**src/rtl/aoi22_fault_sim_sequencer.sv**
```systemverilog
// Steps the AOI22 parallel fault simulator through its 16 exhaustive vectors,
// accumulating stuck-at coverage and the first detecting vector of every fault.
module aoi22_fault_sim_sequencer #(
  parameter int NUM_NETS      = 8,
  parameter int SETTLE_CYCLES = 0,
  parameter bit EARLY_EXIT    = 1'b1
) (
  input  logic                i_clk,
  input  logic                i_rst_n,
  input  logic                i_start,
  input  logic                i_abort,
  output logic [3:0]          o_vector,
  input  logic [NUM_NETS-1:0] i_detect_sa0,
  input  logic [NUM_NETS-1:0] i_detect_sa1,
  output logic                o_busy,
  output logic                o_done,
  output logic [NUM_NETS-1:0] o_covered_sa0,
  output logic [NUM_NETS-1:0] o_covered_sa1,
  output logic [4:0]          o_fault_count,
  input  logic [3:0]          i_rd_sel,
  output logic [3:0]          o_rd_vec,
  output logic                o_rd_valid
);

  typedef enum logic [1:0] {S_IDLE, S_APPLY, S_SAMPLE, S_DONE} state_t;

  state_t              r_state, w_next;
  logic [3:0]          r_vector, r_settle;
  logic [NUM_NETS-1:0] r_cov_sa0, r_cov_sa1;
  logic [NUM_NETS-1:0] w_cov_sa0, w_cov_sa1;
  logic [3:0]          r_first_sa0 [NUM_NETS];
  logic [3:0]          r_first_sa1 [NUM_NETS];
  logic [4:0]          r_count, w_count;
  logic                r_done;
  logic                w_clear, w_settle_inc, w_sample, w_vec_inc, w_enter_done;

  assign w_cov_sa0 = r_cov_sa0 | i_detect_sa0;
  assign w_cov_sa1 = r_cov_sa1 | i_detect_sa1;

  always_comb begin
    w_count = '0;
    for (int i = 0; i < NUM_NETS; i++) begin
      w_count = w_count + 5'(w_cov_sa0[i]) + 5'(w_cov_sa1[i]);
    end
  end

  always_comb begin
    w_next       = r_state;
    w_clear      = 1'b0;
    w_settle_inc = 1'b0;
    w_sample     = 1'b0;
    w_vec_inc    = 1'b0;
    case (r_state)
      S_IDLE, S_DONE: begin
        if (i_start) begin
          w_next  = S_APPLY;
          w_clear = 1'b1;
        end
      end
      S_APPLY: begin
        if (i_abort) begin
          w_next = S_DONE;
        end else if (r_settle == 4'(SETTLE_CYCLES)) begin
          w_next = S_SAMPLE;
        end else begin
          w_settle_inc = 1'b1;
        end
      end
      S_SAMPLE: begin
        // Abort discards this vector's masks entirely.
        if (i_abort) begin
          w_next = S_DONE;
        end else begin
          w_sample = 1'b1;
          if (r_vector == 4'hF || (EARLY_EXIT && (&{w_cov_sa0, w_cov_sa1}))) begin
            w_next = S_DONE;
          end else begin
            w_next    = S_APPLY;
            w_vec_inc = 1'b1;
          end
        end
      end
      default: w_next = S_IDLE;
    endcase
  end

  assign w_enter_done = (w_next == S_DONE) && o_busy;

  always_ff @(posedge i_clk or negedge i_rst_n) begin
    if (!i_rst_n) begin
      r_state <= S_IDLE;
    end else begin
      r_state <= w_next;
    end
  end

  always_ff @(posedge i_clk or negedge i_rst_n) begin
    if (!i_rst_n) begin
      r_vector  <= '0;
      r_settle  <= '0;
      r_cov_sa0 <= '0;
      r_cov_sa1 <= '0;
      r_count   <= '0;
      r_done    <= 1'b0;
      for (int i = 0; i < NUM_NETS; i++) begin
        r_first_sa0[i] <= '0;
        r_first_sa1[i] <= '0;
      end
    end else begin
      r_done <= w_enter_done;
      if (w_clear) begin
        r_vector  <= '0;
        r_settle  <= '0;
        r_cov_sa0 <= '0;
        r_cov_sa1 <= '0;
        r_count   <= '0;
        for (int i = 0; i < NUM_NETS; i++) begin
          r_first_sa0[i] <= '0;
          r_first_sa1[i] <= '0;
        end
      end else begin
        if (w_settle_inc) begin
          r_settle <= r_settle + 4'd1;
        end
        if (w_sample) begin
          r_cov_sa0 <= w_cov_sa0;
          r_cov_sa1 <= w_cov_sa1;
          r_count   <= w_count;
          // Coverage bits double as entry valid flags, so only first hits land.
          for (int i = 0; i < NUM_NETS; i++) begin
            if (i_detect_sa0[i] && !r_cov_sa0[i]) r_first_sa0[i] <= r_vector;
            if (i_detect_sa1[i] && !r_cov_sa1[i]) r_first_sa1[i] <= r_vector;
          end
        end
        if (w_vec_inc) begin
          r_vector <= r_vector + 4'd1;
          r_settle <= '0;
        end
      end
    end
  end

  always_comb begin
    o_rd_valid = 1'b0;
    o_rd_vec   = '0;
    for (int i = 0; i < NUM_NETS; i++) begin
      if (i_rd_sel[2:0] == 3'(i)) begin
        if (i_rd_sel[3]) begin
          o_rd_valid = r_cov_sa1[i];
          o_rd_vec   = r_cov_sa1[i] ? r_first_sa1[i] : 4'd0;
        end else begin
          o_rd_valid = r_cov_sa0[i];
          o_rd_vec   = r_cov_sa0[i] ? r_first_sa0[i] : 4'd0;
        end
      end
    end
  end

  assign o_vector      = r_vector;
  assign o_busy        = (r_state == S_APPLY) || (r_state == S_SAMPLE);
  assign o_done        = r_done;
  assign o_covered_sa0 = r_cov_sa0;
  assign o_covered_sa1 = r_cov_sa1;
  assign o_fault_count = r_count;

endmodule

```
**config.mk**
```make
export PLATFORM = sky130hd
export DESIGN_NAME = aoi22_fault_sim_sequencer
export DESIGN_NICKNAME = d
export VERILOG_FILES = /design/src/rtl/aoi22_fault_sim_sequencer.sv
export SDC_FILE = /design/constraint.sdc
export NUM_CORES = 1
export LEC_CHECK = 0
export CAP_MARGIN = 20
export CORE_MARGIN = 1.5
export CORE_UTILIZATION = 35
export DETAILED_ROUTE_END_ITERATION = 12
export PLACE_DENSITY = 0.56
export RECOVER_POWER = 100
export SLEW_MARGIN = 20
export SYNTH_ARGS = -nofsm -noshare
export SYNTH_HDL_FRONTEND = slang
export SYNTH_SLANG_ARGS = --single-unit
```
**constraint.sdc**
```tcl
create_clock -name i_clk -period 5.7 [get_ports i_clk]
set_input_delay 1.14 -clock i_clk [delete_from_list [all_inputs] [get_ports i_clk]]
set_output_delay 1.14 -clock i_clk [all_outputs]
set_load 0.1 [all_outputs]
```
# --- Word-level counts from Yosys, hierarchy flattened ---
# Cells that the tools add are included.
op_classes:
  div: 0
  muxes: 95
  shift: 0
  eq_ne: 12
  n_addsub: 17
  n_lt_le_gt_ge: 0
  multipliers: 0
  n_bitwise: 2
  n_reduce_logical: 75
op_table:
  columns: ["operator", "count"]
  rows:
  - ["4-bit two-way mux", 53]
  - ["32-bit two-way mux", 4]
  - ["5-bit by 1-bit adder with 5-bit output", 11]
  - ["2-bit nonzero test", 18]
  - ["8-bit two-way mux", 4]
  - ["2-bit AND reduction", 16]
  - ["1-bit two-way mux", 26]
  - ["1-bit logical AND", 17]
  - ["1-bit zero test", 16]
  - ["8-bit OR", 2]
  - ["16-bit AND reduction", 1]
  - ["3-bit == test, second input constant", 4]
  - ["2-bit two-way mux", 5]
  - ["5-bit two-way mux", 2]
  - ["4-bit by 1-bit adder with 4-bit output, second input constant", 2]
  - ["2-bit == test, second input constant", 3]
  - ["3-bit by 2-bit == test with 1-bit output, second input constant", 2]
  - ["2-bit one-hot mux with 3 select lines", 1]
  - ["4-bit by 1-bit adder with 5-bit output", 1]
  - ["3-bit by 1-bit adder with 4-bit output", 1]
  - ["4-bit == test, second input constant", 1]
  - ["4-bit zero test", 1]
  - ["2-bit by 1-bit adder with 3-bit output", 1]
  - ["3-bit by 1-bit == test with 1-bit output, second input constant", 1]
  - ["7 further kinds", 8]
totals:
  ram_bits: 0
  latchBits: 0
  register_bits: 96
  memories: 0
  mem_bits_ro: 0

# --- Logic depth before layout (Yosys ltp) ---
# Gate-level depths: netlist of run 1.
logic_depth:
  word_depth: 18
  ltp_mapped: 17
  depth_no_buf: 16

# --- Worst setup path after synthesis of run 1 ---
# No wires, ideal clock.
synth_timing:
  path_kind: "input -> register"
  from: "input port i_detect_sa0[0]"
  to: "register r_count[4], in the netlist o_fault_count[4]"
  required_time_ps: 5568
  path_slack_ps: 1015
  setup_time_ps: 132
  t_arrival_ps: 4553
  cell_stages: 13
  cell_sequence: "or2_2 fa_1 fa_1 fa_1 inv_1 fa_1 inv_1 ha_1 fa_1 a21oi_1 nor2_1 a21oi_1 nor2_1"
synth_between:
  elab_chain_len: 18
synth_rtl:
  columns: ["element", "line", "rtl"]
  rows:
  - ["start: declaration", "13", "input logic [NUM_NETS-1:0] i_detect_sa0,"]
  - ["8-bit OR", "37", "assign w_cov_sa0 = r_cov_sa0 | i_detect_sa0;"]
  - ["1-bit by 1-bit adder with 2-bit output", "43", "w_count = w_count + 5'(w_cov_sa0[i]) + 5'(w_cov_sa1[i]);"]
  - ["2-bit by 1-bit adder with 3-bit output", "43", null]
  - ["3-bit by 1-bit adder with 4-bit output", "43", null]
  - ["4-bit by 1-bit adder with 5-bit output", "43", null]
  - ["5-bit by 1-bit adder with 5-bit output (11 in series)", "43", null]
  - ["5-bit two-way mux", "125", "if (w_sample) begin"]
  - ["5-bit two-way mux", "111", "if (w_clear) begin"]
  - ["end signal: assignment", "128", "r_count <= w_count;"]
  - ["end: declaration", "33", "logic [4:0] r_count, w_count;"]
# Every way passes these cells. The select of a mux whose other input is x is not followed.
# A chain may end at the register's enable or synchronous reset.

# --- Worst setup path after layout of run 1 ---
layout_timing:
  from: "input port i_rd_sel[1]"
  to: "output port o_rd_vec[2]"
layout_between:
  elab_chain_len: 9
  elab_cells_between_ends: 16
  cone_classes: "7 x eq/ne; 8 x mux; 1 x reduce/logical"
layout_rtl:
  columns: ["element", "line", "rtl"]
  rows:
  - ["start: declaration", "20", "input logic [3:0] i_rd_sel,"]
  - ["3-bit zero test", "147", "if (i_rd_sel[2:0] == 3'(i)) begin"]
  - ["4-bit two-way mux (7 in series)", "147", null]
  - ["4-bit two-way mux *", "147", null]
  - ["end: declaration", "21", "output logic [3:0] o_rd_vec,"]
# Mark *: on every way between the ends. The rest lies on a longest branch, timed or not.

==> run_results.csv, run 1 <==
group,metric,value,unit
outcome,status,"complete, but fails checks",
outcome,violations,"capacitance limit, slew limit",
final_layout,layout_common_cells,"nor2_1, dfrtp_1, mux2i_1",
worst_hold_path,hold_path.class,"flip-flop to flip-flop",
final_layout,area_growth,16.3,%
synthesis,synth_area,5470,µm²
synthesis,syn_area_per_cell,9.50,µm²
route,drtIter0Drc,339,
pwr,p_comb_frac,0.565,
clocking,hold_buffers,0,
timing,worst_pin_slew,2.82,ns
timing,setup_ws,0.534,ns
final_layout,final_common_cell,"nor2_1",
pwr,switching_power,1.88,mW
critical_path,path_buf_inv,3,
floorplan,dieArea,16400,µm²
grt,grt_max_degree,53,
final_layout,fin_util,0.418,
clocking,cts.path.max_buffers,2,
pwr,power_frac_clock,0.159,
pwr,p_seq_frac,0.277,
final_layout,multi_input_area,2790,µm²
critical_path,end_kind,"primary output",
critical_path,critPathLaunchType,"input port",
synthesis,synth.distinct_cells,51,
floorplan,floorplan.initialDensity,0.360,
floorplan,core-area,15200,µm²
clocking,cts_resized,0,
final_layout,ff_latch_area,2400,µm²
clocking,clk_pin_slew,0.06,ns
timing,fmax,194,MHz
synthesis,ys_ff_latch,96,
timing,maxSlewViolCount,102,
synthesis,synth_top_flop_cell,"dfrtp_1",
synthesis,yosysTopAreaCellShare,0.440,
timing,tns,0,ns
critical_path,critPathMostFrequentCell,"a31oi_1",
floorplan,die_y,128,µm
synthesis,syn-instance-count,575,
route,drtAntennaViolNets,0,
grt,grt_use_met2,0.286,
route,drc,0,
route,routed-via-count,4380,
timing,setup_viol,0,
synthesis,synth.area.top_cells,"dfrtp_1, mux2i_1, nor2_1",
run,drv_cap,2,
grt,track_usage,0.189,
clocking,cts_tree,"built",
grt,grt_use_met1,0.271,
critical_path,cp_cell_sequence,"dlygate4sd3_1, clkbuf_1, nand2b_1, a221oi_1, a31oi_1, a32oi_1, a31oi_1, clkbuf_2",
synthesis,ys_seq_area_frac,0.440,
timing,finClkSkew,0.00476,ns
clocking,cts_setup_buffers,0,
critical_path,slowest_stage,"dlygate4sd3_1",
place,dpl_worst_slack,0.416,ns
final_layout,drive_above_1_share,0.0822,
final_layout,antennaDiodeCount,0,
critical_path,cpPeakStageDelay,0.87,ns
grt,antenna_found_initial,0,
clocking,cts.sinks,96,
clocking,cts_root_buf,"clkbuf_16",
grt,busiest_layer,"met2",
timing,min_period_over_period,0.906,
place,io_buffers,55,
place,hpwl,10100,µm
route,drt-total-wl,14700,µm
floorplan,dieWidth,128,µm
grt,use_met3,0.0309,
grt,overflow,0,
synthesis,syn_nets,620,
clocking,htreeDepth,3,
grt,grt_pass1_vias,4277,
pwr,internal-power,1.74,mW
critical_path,required,4.56,ns
route,dr.pass1.iters,7,
timing,slew_headroom,-0.883,
clocking,numCtsBuffers,9,
synthesis,synth_async_sr_flop_share,1.00,
pwr,switching_share,0.519,
synthesis,synth_area_leader_cell,"dfrtp_1",
pwr,leakage,2.79,nW
timing,period_needed,5.17,ns
place,gp_congestion,0.814,
pwr,power.density,569,nW/µm²
floorplan,rows,45,
clocking,clk-insertion-delay-late,0.35,ns
timing,rsz0062_at_grt,"no",
final_layout,layout.nets,649,
timing,hold_viol_final,0,
synthesis,yosys_warnings,0,
route,wl_per_cell,18.5,µm
pwr,peakVddDrop,0.000283,V
final_layout,fillers,1484,
critical_path,crit_fanout,15,
floorplan,io-pin-count,56,
synthesis,synth_edf_count,0,
critical_path,crit_family,"buffers and inverters",
grt,grt_pass1_wl,23900,µm
route,viasPerCell,5.50,
critical_path,worstPathArrival,4.03,ns
critical_path,crit_type,"input port to primary output",
## area by class of cell
cell class,count,share of cell area
Sequential cell,96,0.378
Multi-Input combinational cell,417,0.439
Tap cell,188,0.0370
Inverter,19,0.0112
Timing Repair Buffer,61,0.0921
Clock inverter,3,0.00276
Clock buffer,12,0.0403
## layer usage
metal	vias to the layer above	wire length (µm)
met3	23	652
met1	2185	7100
met4	0	342
met5	-	0
li1	2046	-
met2	126	6640
## cell usage after synthesis (4+ instances only)
cell type	count
dfrtp_1	96
and2_1	4
a221oi_1	4
a21oi_1	27
mux2i_1	68
nand2b_1	7
nand3_1	10
nand2_1	37
a211oi_1	4
a32oi_1	17
nor2b_1	11
fa_1	10
and3_1	5
inv_1	19
o21ai_0	9
buf_2	13
nor3_1	9
a31oi_1	8
clkbuf_1	24
nor2_2	11
ha_1	11
o22ai_1	5
or2_2	8
nor2_1	112
## state kept, by name, indices dropped and copies added, names as in the netlist
signal,flops
o_vector,4
r_first_sa0,32
r_settle,4
o_done,1
o_covered_sa0,8
r_state,2
o_covered_sa1,8
o_fault_count,5
r_first_sa1,32
## worst register-to-register path, delay by kind of cell, from the launching register on
| family | cells | cell delay, ns |
|---|---|---|
| AO/OA/AOI/OAI | 2 | 0.27 |
| adder cells (fa/ha/maj) | 6 | 2.62 |
| buffers and inverters | 4 | 0.19 |
| flip-flops | 1 | 0.52 |
| AND/OR/NAND/NOR | 3 | 0.46 |
## final timing paths
path,startpoint,end,slack (ns),cells after the start
min in group asynchronous,i_rst_n,r_state[1]$_DFF_PN0_,1.65,1
worst min-delay path,o_fault_count[0]$_DFFE_PN0P_,o_fault_count[0]$_DFFE_PN0P_,0.52,2
max in group asynchronous,i_rst_n,o_vector[0]$_DFFE_PN0P_,1.69,2
worst max register to register,o_covered_sa1[5]$_DFFE_PN0P_,o_fault_count[4]$_DFFE_PN0P_,1.49,15
worst min register to register,o_fault_count[0]$_DFFE_PN0P_,o_fault_count[0]$_DFFE_PN0P_,0.52,2
worst max-delay path,i_rd_sel[1],o_rd_vec[2],0.53,8
## power groups by stage
stage                     sequential, mW  combinational (mW)  clock, mW
final                               1.00                2.04      0.574
after global routing                1.02                2.25      0.616
after CTS                           1.00                2.11      0.586
after detailed placement            1.01                2.11          0
after global placement              1.01                2.09          0
after floorplan                     1.39                1.24          0
## through the flow
step	power (mW)	instances	hold slack (ns)	area, µm²
after floorplan	2.63	575	0.479	5470
after global placement	3.09	781	0.502	6140
after detailed placement	3.12	781	0.511	6140
after CTS	3.70	796	0.526	6410
after global routing	3.89	796	0.547	6360
final	3.62	796	0.521	6360
## kinds of logic after synthesis
| family | Yosys count | synth area share |
|---|---|---|
| simple gates | 230 | 0.195 |
| fa+ha+maj | 21 | 0.0618 |
| xor+xnor | 4 | 0.00641 |
| buf+inv | 62 | 0.0485 |
| compound gates | 91 | 0.114 |
| mux | 71 | 0.135 |
| flops | 96 | 0.440 |
Power figures use the tool's default switching activity.
==> inputs of run 2 (changes only) <==
Settings changed: CAP_MARGIN 20 to default, CORE_UTILIZATION 35 to 45, CTS_CLUSTER_SIZE from default to 14, PLACE_DENSITY 0.56 to 0.68.
==> run 2 against run 1 <==
The run still ends with capacitance limit, slew limit left. Clock-buffer cell count did not move. Routed wire length shrank 3.5%. Clock skew increased by 0.0028 ns. Register-to-register slack got worse by 0.13 ns. Critical path type is now input port to flip-flop. Via count is 1.5% higher. Maximum frequency fell by 0.43%. Utilization grew 11 points. Non-clock buffer count rose by 1.
==> run_results.csv, run 2 (same netlist as run 1, synthesis figures left out) <==
group,metric,value,unit
clocking,cts_resized,0,
floorplan,floorplan.initialDensity,0.459,
final_layout,layout_common_cells,"nor2_1, dfrtp_1, mux2i_1",
route,drt-total-wl,14200,µm
final_layout,reg.largest.list,"r_first_sa0: 32 flops, r_first_sa1: 32 flops",
final_layout,layout.nets,650,
clocking,numCtsBuffers,9,
pwr,switching_share,0.516,
grt,overflow,0,
grt,antenna_found_initial,0,
critical_path,end_kind,"flip-flop",
pwr,p_comb_frac,0.564,
grt,track_usage,0.235,
clocking,cts.sinks,96,
timing,slew_headroom,-0.667,
floorplan,core-area,11900,µm²
critical_path,required,5.85,ns
clocking,clk_pin_slew,0.07,ns
final_layout,fin_area,6320,µm²
route,viasPerCell,5.87,
timing,finClkSkew,0.00759,ns
critical_path,slowest_stage,"dlygate4sd3_1",
place,gp_congestion,0.948,
floorplan,dieArea,12800,µm²
place,placedCellCount,741,
worst_hold_path,hold_path.class,"flip-flop to flip-flop",
route,drtIter0Drc,466,
grt,grt_pass1_wl,23500,µm
clocking,cts_tree,"built",
clocking,cts_root_buf,"clkbuf_16",
route,drc,0,
clocking,htreeDepth,3,
place,dpl_cell_area,6060,µm²
final_layout,drive_above_1_share,0.0836,
timing,min_period_over_period,0.910,
final_layout,final_common_cell,"nor2_1",
final_layout,final_cells,757,
timing,tns,0,ns
clocking,cts.path.max_buffers,2,
floorplan,io-pin-count,56,
pwr,peakVddDrop,0.000276,V
grt,grt_max_degree,54,
floorplan,rows,40,
pwr,power.density,592,nW/µm²
critical_path,worstPathArrival,5.34,ns
critical_path,path_buf_inv,3,
timing,setup_viol,0,
outcome,violations,"capacitance limit, slew limit",
critical_path,critPathMostFrequentCell,"fa_1",
critical_path,critPathLaunchType,"input port",
critical_path,crit_family,"adder cells",
place,io_buffers,55,
route,drtAntennaViolNets,0,
place,hpwl,9850,µm
clocking,cts_setup_buffers,0,
final_layout,antennaDiodeCount,0,
route,wl_per_cell,18.8,µm
final_layout,area_growth,15.7,%
clocking,clk-insertion-delay-late,0.35,ns
pwr,internal-power,1.81,mW
route,routed-via-count,4444,
pwr,power_frac_clock,0.167,
timing,period_needed,5.19,ns
run,drv_cap,2,
grt,grt_pass1_vias,4465,
floorplan,die_y,113,µm
timing,fmax,193,MHz
route,dr.pass1.iters,5,
outcome,status,"complete, but fails checks",
clocking,hold_buffers,0,
critical_path,cpPeakStageDelay,0.58,ns
timing,rsz0062_at_grt,"no",
timing,hold_viol_final,0,
critical_path,cp_cell_sequence,"dlygate4sd3_1, or2_2, fa_1, fa_1, fa_1, inv_1, fa_1, inv_1, ha_1, fa_1, a21oi_1, nor2_1, a21oi_1, nor2_1",
floorplan,dieWidth,113,µm
pwr,leakage,2.79,nW
pwr,fin_total_pwr,3.74,mW
critical_path,crit_type,"input port to flip-flop",
pwr,p_seq_frac,0.268,
pwr,switching_power,1.93,mW
timing,worst_pin_slew,2.50,ns
timing,maxSlewViolCount,88,
final_layout,fillers,1115,
critical_path,crit_fanout,3,
==> run 2: tightest hold or removal path: cells and delay by family (launching register included) <==
| family | cells | cell delay, ns |
|---|---|---|
| flip-flops | 1 | 0.37 |
| AND/OR/NAND/NOR | 1 | 0.06 |
| AO/OA/AOI/OAI | 1 | 0.05 |
==> run 2: final timing paths <==
path	from	endpoint	slack, ns	cells past startpoint
max in group asynchronous	i_rst_n	o_fault_count[1]$_DFFE_PN0P_	1.85	2
max reg2reg	o_covered_sa1[5]$_DFFE_PN0P_	o_fault_count[4]$_DFFE_PN0P_	1.36	15
min reg2reg	o_fault_count[0]$_DFFE_PN0P_	o_fault_count[0]$_DFFE_PN0P_	0.52	2
min in group asynchronous	i_rst_n	r_settle[3]$_DFFE_PN0P_	1.56	1
max	i_detect_sa0[1]	o_fault_count[4]$_DFFE_PN0P_	0.51	14
min	o_fault_count[0]$_DFFE_PN0P_	o_fault_count[0]$_DFFE_PN0P_	0.52	2
==> run 2: per-stage QoR <==
| step | worst slack, ns | utilization | hold slack (ns) |
|---|---|---|---|
| after global placement | 0.430 | 0.509 | 0.502 |
| after global routing | 0.312 | 0.531 | 0.543 |
| after CTS | 0.673 | 0.535 | 0.528 |
| after floorplan | 1.02 | - | 0.479 |
| final | 0.512 | 0.531 | 0.522 |
| after detailed placement | 0.330 | 0.509 | 0.514 |
==> run 2: area by class of cell <==
| cell class | instances | area (µm²) | area share |
|---|---|---|---|
| Inverter | 19 | 71.3 | 0.0113 |
| Clock inverter | 4 | 52.6 | 0.00831 |
| Multi-Input combinational cell | 417 | 2780 | 0.440 |
| Sequential cell | 96 | 2400 | 0.380 |
| Timing Repair Buffer | 62 | 571 | 0.0903 |
| Clock buffer | 12 | 256 | 0.0406 |
| Tap cell | 147 | 184 | 0.0291 |
==> run 2: power by group through the flow <==
stage	clock (mW)	sequential (mW)	combinational, mW
floorplan	0	1.39	1.24
global placement	0	1.00	2.05
detailed placement	0	1.01	2.14
CTS	0.633	1.00	2.15
global route	0.663	1.03	2.32
finish	0.627	1.01	2.11
==> run 2: layer usage <==
metal | GRT usage | routed length (µm) | up-vias | part of all wire
met5 | 0 | 0 | - | 0
met4 | 0.0950 | 364 | 0 | 0.026
met3 | 0.0364 | 798 | 27 | 0.056
met2 | 0.369 | 6610 | 153 | 0.46
met1 | 0.328 | 6450 | 2213 | 0.45
li1 | - | - | 2051 | -
==> inputs of run 3 (changes only) <==
Settings changed: CORE_MARGIN 1.5 to default, MAX_ROUTING_LAYER from default to met4.
Clock period 5.7 ns to 5.22 ns, I/O delays scaled along.
==> run 3 against run 2 <==
Utilization up 1.9 points. The run ends with DRC, capacitance limit, slew limit left. Via count grew 1.3%. Die area fell by 1.8%. Critical path depth fell by 7. Cell area grew 0.99%.
==> run_results.csv, run 3 (same netlist as run 1, synthesis figures left out) <==
group,metric,value,unit
outcome,status,"complete, but fails checks",
outcome,violations,"DRC, capacitance limit, slew limit",
floorplan,dieWidth,112,µm
route,drt-total-wl,14300,µm
timing,min_period_over_period,0.929,
final_layout,fillers,1083,
clocking,cts.path.max_buffers,2,
clocking,clk-insertion-delay-late,0.35,ns
critical_path,crit_fanout,19,
grt,antenna_found_initial,0,
critical_path,critPathLaunchType,"input port",
grt,overflow,0,
timing,hold_viol_final,0,
final_layout,area_growth,16.8,%
route,drtIter0Drc,324,
clocking,htreeDepth,3,
pwr,power.density,641,nW/µm²
floorplan,io-pin-count,56,
critical_path,cp_cell_sequence,"dlygate4sd3_1, clkbuf_2, mux4_2, mux2_2, nand2_1, nand3_1, clkbuf_2",
final_layout,drive_above_1_share,0.0764,
critical_path,critPathMostFrequentCell,"clkbuf_2",
route,viasPerCell,5.94,
clocking,cts_resized,0,
final_layout,fin_area,6380,µm²
place,gp_congestion,0.841,
clocking,cts_setup_buffers,0,
timing,holdWs,0.520,ns
floorplan,floorplan.initialDensity,0.471,
timing,finClkSkew,0.00944,ns
timing,maxSlewViolCount,103,
floorplan,die_y,112,µm
grt,grt_max_degree,59,
pwr,peakVddDrop,0.000366,V
clocking,cts_root_buf,"clkbuf_16",
worst_hold_path,hold_path.class,"flip-flop to flip-flop",
grt,grt_pass1_vias,4571,
route,wl_per_cell,18.9,µm
timing,setup_viol,0,
grt,track_usage,0.249,
floorplan,core-area,11600,µm²
final_layout,antennaDiodeCount,0,
place,dpl_worst_slack,0.00764,ns
route,drtAntennaViolNets,0,
clocking,hold_buffers,0,
clocking,cts_tree,"built",
timing,worst_pin_slew,3.15,ns
critical_path,path_buf_inv,3,
run,drv_cap,2,
timing,period_needed,4.85,ns
route,drc,5,
clocking,cts.sinks,96,
pwr,leakage,2.84,nW
clocking,clk_pin_slew,0.06,ns
final_layout,layout.nets,655,
final_layout,final_common_cell,"nor2_1",
critical_path,end_kind,"primary output",
grt,grt_pass1_wl,23600,µm
floorplan,rows,39,
critical_path,crit_family,"buffers and inverters",
timing,slew_headroom,-1.10,
timing,tns,0,ns
timing,setup_ws,0.370,ns
timing,rsz0062_at_grt,"no",
critical_path,required,4.18,ns
critical_path,slowest_stage,"dlygate4sd3_1",
route,dr.pass1.iters,9,
place,dpl_cell_area,6140,µm²
route,routed-via-count,4502,
critical_path,cpPeakStageDelay,1.00,ns
place,io_buffers,55,
critical_path,worstPathArrival,3.81,ns
timing,fmax,206,MHz
final_layout,reg.largest.list,"r_first_sa0: 32 flops, r_first_sa1: 32 flops",
critical_path,crit_type,"input port to primary output",
place,hpwl,9970,µm
clocking,numCtsBuffers,9,
floorplan,dieArea,12600,µm²
final_layout,layout_common_cells,"nor2_1, dfrtp_1, mux2i_1",
-- run 3: cell types whose count changed in the layout (fill, tap and decap cells not counted), moves of 2 or more --
cell,delta
buf_12,+3
nor2_1,+11
buf_4,+2
clkdlybuf4s50_1,+3
dlygate4sd3_1,-3
nor2_2,-11
-- run 3: worst paths after layout --
| path | startpoint | end | slack (ns) | depth (start not counted) |
|---|---|---|---|---|
| max in group asynchronous | i_rst_n | r_first_sa1[24]$_DFFE_PN0P_ | 1.25 | 2 |
| worst max register to register | o_covered_sa1[5]$_DFFE_PN0P_ | o_fault_count[4]$_DFFE_PN0P_ | 1.00 | 15 |
| worst min-delay path | o_fault_count[1]$_DFFE_PN0P_ | o_fault_count[1]$_DFFE_PN0P_ | 0.52 | 2 |
| worst max-delay path | i_rd_sel[3] | o_rd_valid | 0.37 | 7 |
| min in group asynchronous | i_rst_n | o_done$_DFF_PN0_ | 1.72 | 1 |
| worst min register to register | o_fault_count[1]$_DFFE_PN0P_ | o_fault_count[1]$_DFFE_PN0P_ | 0.52 | 2 |
-- run 3: cell type report --
class                      instances  area (µm²)  area share
multi-input combinational        417        2760       0.433
sequential                        96        2400       0.376
timing repair buffer              67         646       0.101
clock buffer                      11         243      0.0380
tap                              143         179      0.0280
clock inverter                     5        80.1      0.0125
inverter                          19        71.3      0.0112
-- run 3: tightest hold or removal path, cell delays in order (launching register included) --
cell     delay (ns)
dfrtp_1        0.37
nand2_1        0.05
a21oi_1        0.05
-- run 3: metrics by stage --
step	cells	power (mW)	util
finish	758	4.09	0.550
global route	758	4.40	0.550
CTS	758	4.16	0.557
detailed placement	742	3.44	0.529
global placement	742	3.37	0.529
floorplan	575	2.87	-
-- run 3: where the power goes --
group,switching (mW),internal (mW)
Combinational,1.56,0.729
Sequential,0.237,0.851
Clock,0.285,0.432
Total,2.08,2.01
-- run 3: per-layer routing --
| layer | global-route usage | up-vias | wire length [µm] |
|---|---|---|---|
| met5 | - | - | 0 |
| met4 | 0.0747 | 0 | 257 |
| met3 | 0.0437 | 22 | 717 |
| met2 | 0.385 | 155 | 6730 |
| met1 | 0.338 | 2261 | 6640 |
| li1 | - | 2064 | - |
==> edit 1 (flow settings as in run 3) <==
The 4 states of `state_t` get a Gray code encoding in 2 bits.
--- a/src/rtl/aoi22_fault_sim_sequencer.sv
+++ b/src/rtl/aoi22_fault_sim_sequencer.sv
@@ -22,7 +22,7 @@
   output logic                o_rd_valid
 );
 
-  typedef enum logic [1:0] {S_IDLE, S_APPLY, S_SAMPLE, S_DONE} state_t;
+  typedef enum logic [1:0] {S_IDLE = 2'b00, S_APPLY = 2'b01, S_SAMPLE = 2'b11, S_DONE = 2'b10} state_t;
 
   state_t              r_state, w_next;
   logic [3:0]          r_vector, r_settle;
Behaviour: no difference found for any inputs over 4 cycles, from zero or initial values and one cycle with i_rst_n low; so few cycles prove little.
==> edit 1 against run 3 <==
Worst setup slack worse by 0.11 ns. Via count down 6.2%. Synthesized area is 3.2% lower. Final area fell by 2.7%. Sequential cell count is the same. Synthesized cell count decreased by 6.8%. Routed wire length fell by 2.7%. The flow finishes with violations (max-capacitance violations, max-slew violations). Count of clock-buffer cells in the layout unchanged. Power down 0.78%.
==> edit 1: results (changes against run 3) <==
Routing
  • Detailed Route Iter0 Violations: 308 (-4.9%)
  • Via-to-Cell Ratio: 5.87 (-1.1%)
  • DRT Pass-1 Iters: 4 (-5)
  • WL per Instance: 19.4 µm (+2.6%)

Critical path
  • Crit-path max cell delay: 0.53 ns (-0.47 ns)
  • Crit path launch: i_detect_sa1[5]
  • Worst Path Arrival: 5.19 ns (+1.38 ns)
  • Cells on worst reg2reg path: 14 (-1)
  • Worst setup endpoint: o_fault_count[4]
  • CP max stage cell: fa_1
  • Reg2reg end: o_fault_count[4]
  • Peak fanout along the critical path: 4 (-15)

STA
  • Rel. slew slack: -108% (+2.1 points)
  • WHS: 0.491 ns (-0.0296 ns)
  • Max Transition Viols Final: 100 (-2.9%)
  • Worst setup margin: 0.264 ns (-0.106 ns)
  • Max Clock Skew: 0.00945 ns (+0.0000142 ns)

Yosys
  • Largest family of logic cells by synthesized area: simple AND/OR/NAND/NOR gates
  • Post-Syn Instances: 536 (-6.8%)
  • Synth top cells by count: 112 x nor2_1, 96 x dfrtp_1, 67 x mux2i_1, 30 x a21oi_1, 26 x nand2_1
  • Syn_nets: 579 (-6.6%)
  • Post-synthesis mux area share: 14.6% (+1.1 points)
  • Complex-gate fraction of the synthesized area: 13.1% (+1.7 points)
  • Cell variety after synth: 52 (+2.0%)
  • Share of the yosys chip area belonging to registers: 45.4% (+1.4 points)
  • Synth top area cells: dfrtp_1 45%, mux2i_1 13%, nor2_1 7.9%
  • XOR/XNOR share of the synthesized area: 0.662% (+0.021 points)
  • Post-synth ARST share: 100% (unchanged)

Layout
  • Nets: 616 (-6.0%)
  • Non-filler cells, final: 719 (-5.1%)
  • Layout cell share with drive strength beyond 1: 6.42% (-1.2 points)
  • Design Area, Final: 6210 µm² (-2.7%)
  • Fill cell count: 1073 (-0.92%)

GRT
  • Number of global-route vias before repair: 4334 (-5.2%)
  • Largest net degree at the start of global routing: 58 (-1.7%)
  • First-pass GRT wire length: 22.9 mm (-3.0%)
  • GRT Overall Usage: 24.7% (-0.20 points)

Run status
  • Status: finished, violations left
  • Failing checks: max-capacitance violations, max-slew violations

Place
  • Cells after DPL: 705 (-5.0%)
  • Dpl ws: -0.00871 ns (-0.0163 ns)
  • Placed inst area: 5990 µm² (-2.5%)

Job
  • Number of max-cap violations: 2 (unchanged)

Hold path
  • WHS Endpoint: o_fault_count[1]

Power
  • Peak supply drop: 0.000534 V (+46%)
  • Static Leak: 2.75 nW (-3.3%)
==> edit 1: where the power goes <==
group | total (mW) | internal [mW] | switching (mW)
logic | 2.25 | 0.737 | 1.52
registers | 1.10 | 0.871 | 0.231
clock network | 0.706 | 0.428 | 0.278
total | 4.06 | 2.04 | 2.03
==> edit 1: worst max-delay path, delay by kind of cell <==
family	cells	cell delay (ns)
AOI/OAI and AO/OA	2	0.37
adders and majority gates	6	2.63
and+or+nand+nor	2	0.43
buffers and inverters	5	0.69
==> edit 1: final cells by class <==
cell class	count	area, µm²	area share, %
Multi-Input combinational cell	383	2630	42.3
Sequential cell	96	2400	38.7
Timing Repair Buffer	64	619	9.97
Clock buffer	11	243	3.91
Tap cell	143	179	2.88
Inverter	19	71.3	1.15
Clock inverter	3	67.6	1.09
==> edit 1: metal layers <==
layer	GRT usage [%]	vias to the layer above	routed length, µm
met2	37.7	119	6700
met1	32.6	2123	6240
met5	-	-	0
met3	2.96	30	526
met4	13.0	0	491
li1	-	1950	-
==> edit 2 (flow settings as in run 3) <==
Without the edit above. Change the parameter `NUM_NETS` from 8 to 16.
--- a/src/rtl/aoi22_fault_sim_sequencer.sv
+++ b/src/rtl/aoi22_fault_sim_sequencer.sv
@@ -1,7 +1,7 @@
 // Steps the AOI22 parallel fault simulator through its 16 exhaustive vectors,
 // accumulating stuck-at coverage and the first detecting vector of every fault.
 module aoi22_fault_sim_sequencer #(
-  parameter int NUM_NETS      = 8,
+  parameter int NUM_NETS      = 16,
   parameter int SETTLE_CYCLES = 0,
   parameter bit EARLY_EXIT    = 1'b1
 ) (
Ports: changed (resized i_detect_sa0, i_detect_sa1, o_covered_sa0 and o_covered_sa1); port bits go from 56 to 88. The function was not compared with the original's and may differ.
==> edit 2 against run 3 <==
Sequential cell count rose by 16. Die area rose by 16%. Hold slack barely moved. Final area rose by 25%. Highest routed layer unchanged. Routed wire length rose by 20%. Synthesized area rose by 17%. Via count rose by 17%. Non-clock buffer count rose by 59. The run ends with max-capacitance violations, max-slew violations, negative setup slack left. Worst setup slack got worse by 0.65 ns. Critical endpoint is now o_fault_count[2]. Critical path depth rose by 11.
Power is left out: the tool's default activity adds up to more than one toggle a clock period on the data nets, which glitch-free logic cannot reach.
==> edit 2: results (changes against run 3) <==
Run status
  • Status: finished, violations left
  • Failing checks: max-capacitance violations, max-slew violations, negative setup slack

Yosys
  • Share of the yosys chip area belonging to registers: 44.0% (about the same)
  • Post-synth ARST share: 100% (unchanged)
  • Synth top area cells: dfrtp_1 44%, mux2i_1 11%, nor2_1 8.7%
  • Synth top cells by count: 148 x nor2_1, 112 x dfrtp_1, 71 x mux2i_1, 46 x a21oi_1, 36 x inv_1
  • Syn_nets: 732 (+18%)
  • Post-Syn Instances: 655 (+14%)
  • Synthesis-stage register bit count: 112 (+17%)

Place
  • Placed inst area: 7620 µm² (+24%)
  • Gpl congestion: 0.907 (+7.8%)
  • Cells after DPL: 913 (+23%)
  • Dpl ws: -1.03 ns (-1.04 ns)

Layout
  • Clock network area share: 3.61% (-1.4 points)
  • Fill cell count: 1180 (+9.0%)
  • Nets: 826 (+26%)
  • Non-Clock Buffer Area Fraction: 15.0% (+4.8 points)
  • Sequential share of cell area: 35.0% (-2.6 points)
  • Final core occ: 57.8% (+2.9 points)
  • Non-clk invs: 36 (+17)
  • Layout cell share with drive strength beyond 1: 14.7% (+7.1 points)
  • Multi-input comb cells: 464 (+11%)
  • Buffers, non-clock: 126 (+88%)

Floorplanning
  • Core area: 13800 µm² (+19%)

CTS
  • # resized after CTS: 70 (+70)
  • Clock Root Buffer: clkbuf_16
  • # Post-CTS Setup Buffers: 3 (+3)

STA
  • Slew at the pin with the worst max-slew slack: 3.85 ns (+0.698 ns)
  • WHS: 0.520 ns (-0.0000230 ns)
  • Max Transition Viols Final: 72 (-30%)
  • Final setup vio count: 2 (+2)
  • Max Clock Skew: 0.00609 ns (-0.00334 ns)
  • Worst setup margin: -0.284 ns (-0.654 ns)

Routing
  • Total wire length: 17.1 mm (+20%)
  • Met1 WL: 7.37 mm (+11%)
  • DRT Pass-1 Iters: 5 (-4)
  • WL per Instance: 18.4 µm (-2.9%)
  • Detailed Route Iter0 Violations: 322 (-0.62%)
  • Via count: 5247 (+17%)

Critical path
  • Crit path max-delay family: adder cells
  • Worst Path Arrival: 5.77 ns (+1.96 ns)
  • R2r setup slk: 0.07 ns (-0.93 ns)
  • Peak fanout along the critical path: 2 (-17)
  • Cells on worst reg2reg path: 18 (+3)
  • Reg2reg end: o_fault_count[2]
  • CP max stage cell: fa_2

GRT
  • Number of global-route vias before repair: 5309 (+16%)
  • Met2 GRT Util: 40.5% (+2.1 points)
  • Met3 Usage GRT: 4.75% (+0.37 points)
  • First-pass GRT wire length: 28.1 mm (+19%)
  • GRT Overall Usage: 25.9% (+0.93 points)
  • Largest net degree at the start of global routing: 106 (+80%)
  • Met1 usage: 34.0% (+0.22 points)

Job
  • Number of max-cap violations: 1 (-1)

Hold path
  • WHS Endpoint: o_covered_sa0[2]
  • Min-delay src: o_covered_sa0[2]
  • Hold crit path type: reg2reg
## edit 2: cell count changes after synthesis, sizes merged, moves of 14 or more
cell   change
a21oi     +19
inv       +17
nor2      +25
dfrtp     +16
fa        +14
## edit 2: cells by family after synthesis
group | share of synthesized area, %
AO/OA/AOI/OAI | 13.4
buffers and inverters | 5.20
flip-flops | 44.0
AND/OR/NAND/NOR | 15.2
XOR/XNOR | 0.962
adder cells (fa/ha/maj) | 10.1
multiplexers | 11.2
## edit 2: tightest hold or removal path: stages (launching register included)
cell and delay, ns:
dfrtp_1 0.36, a21oi_1 0.05, nor2_1 0.08
## edit 2: how the worst max path moves through the flow
stage / start / to
floorplan: i_detect_sa0[5] / o_fault_count[4]
global placement: i_detect_sa0[11] / o_fault_count[4]
detailed placement: i_detect_sa1[1] / o_fault_count[4]
CTS: i_detect_sa1[5] / o_fault_count[4]
global route: i_detect_sa0[11] / o_fault_count[4]
finish: i_detect_sa0[3] / o_fault_count[2]
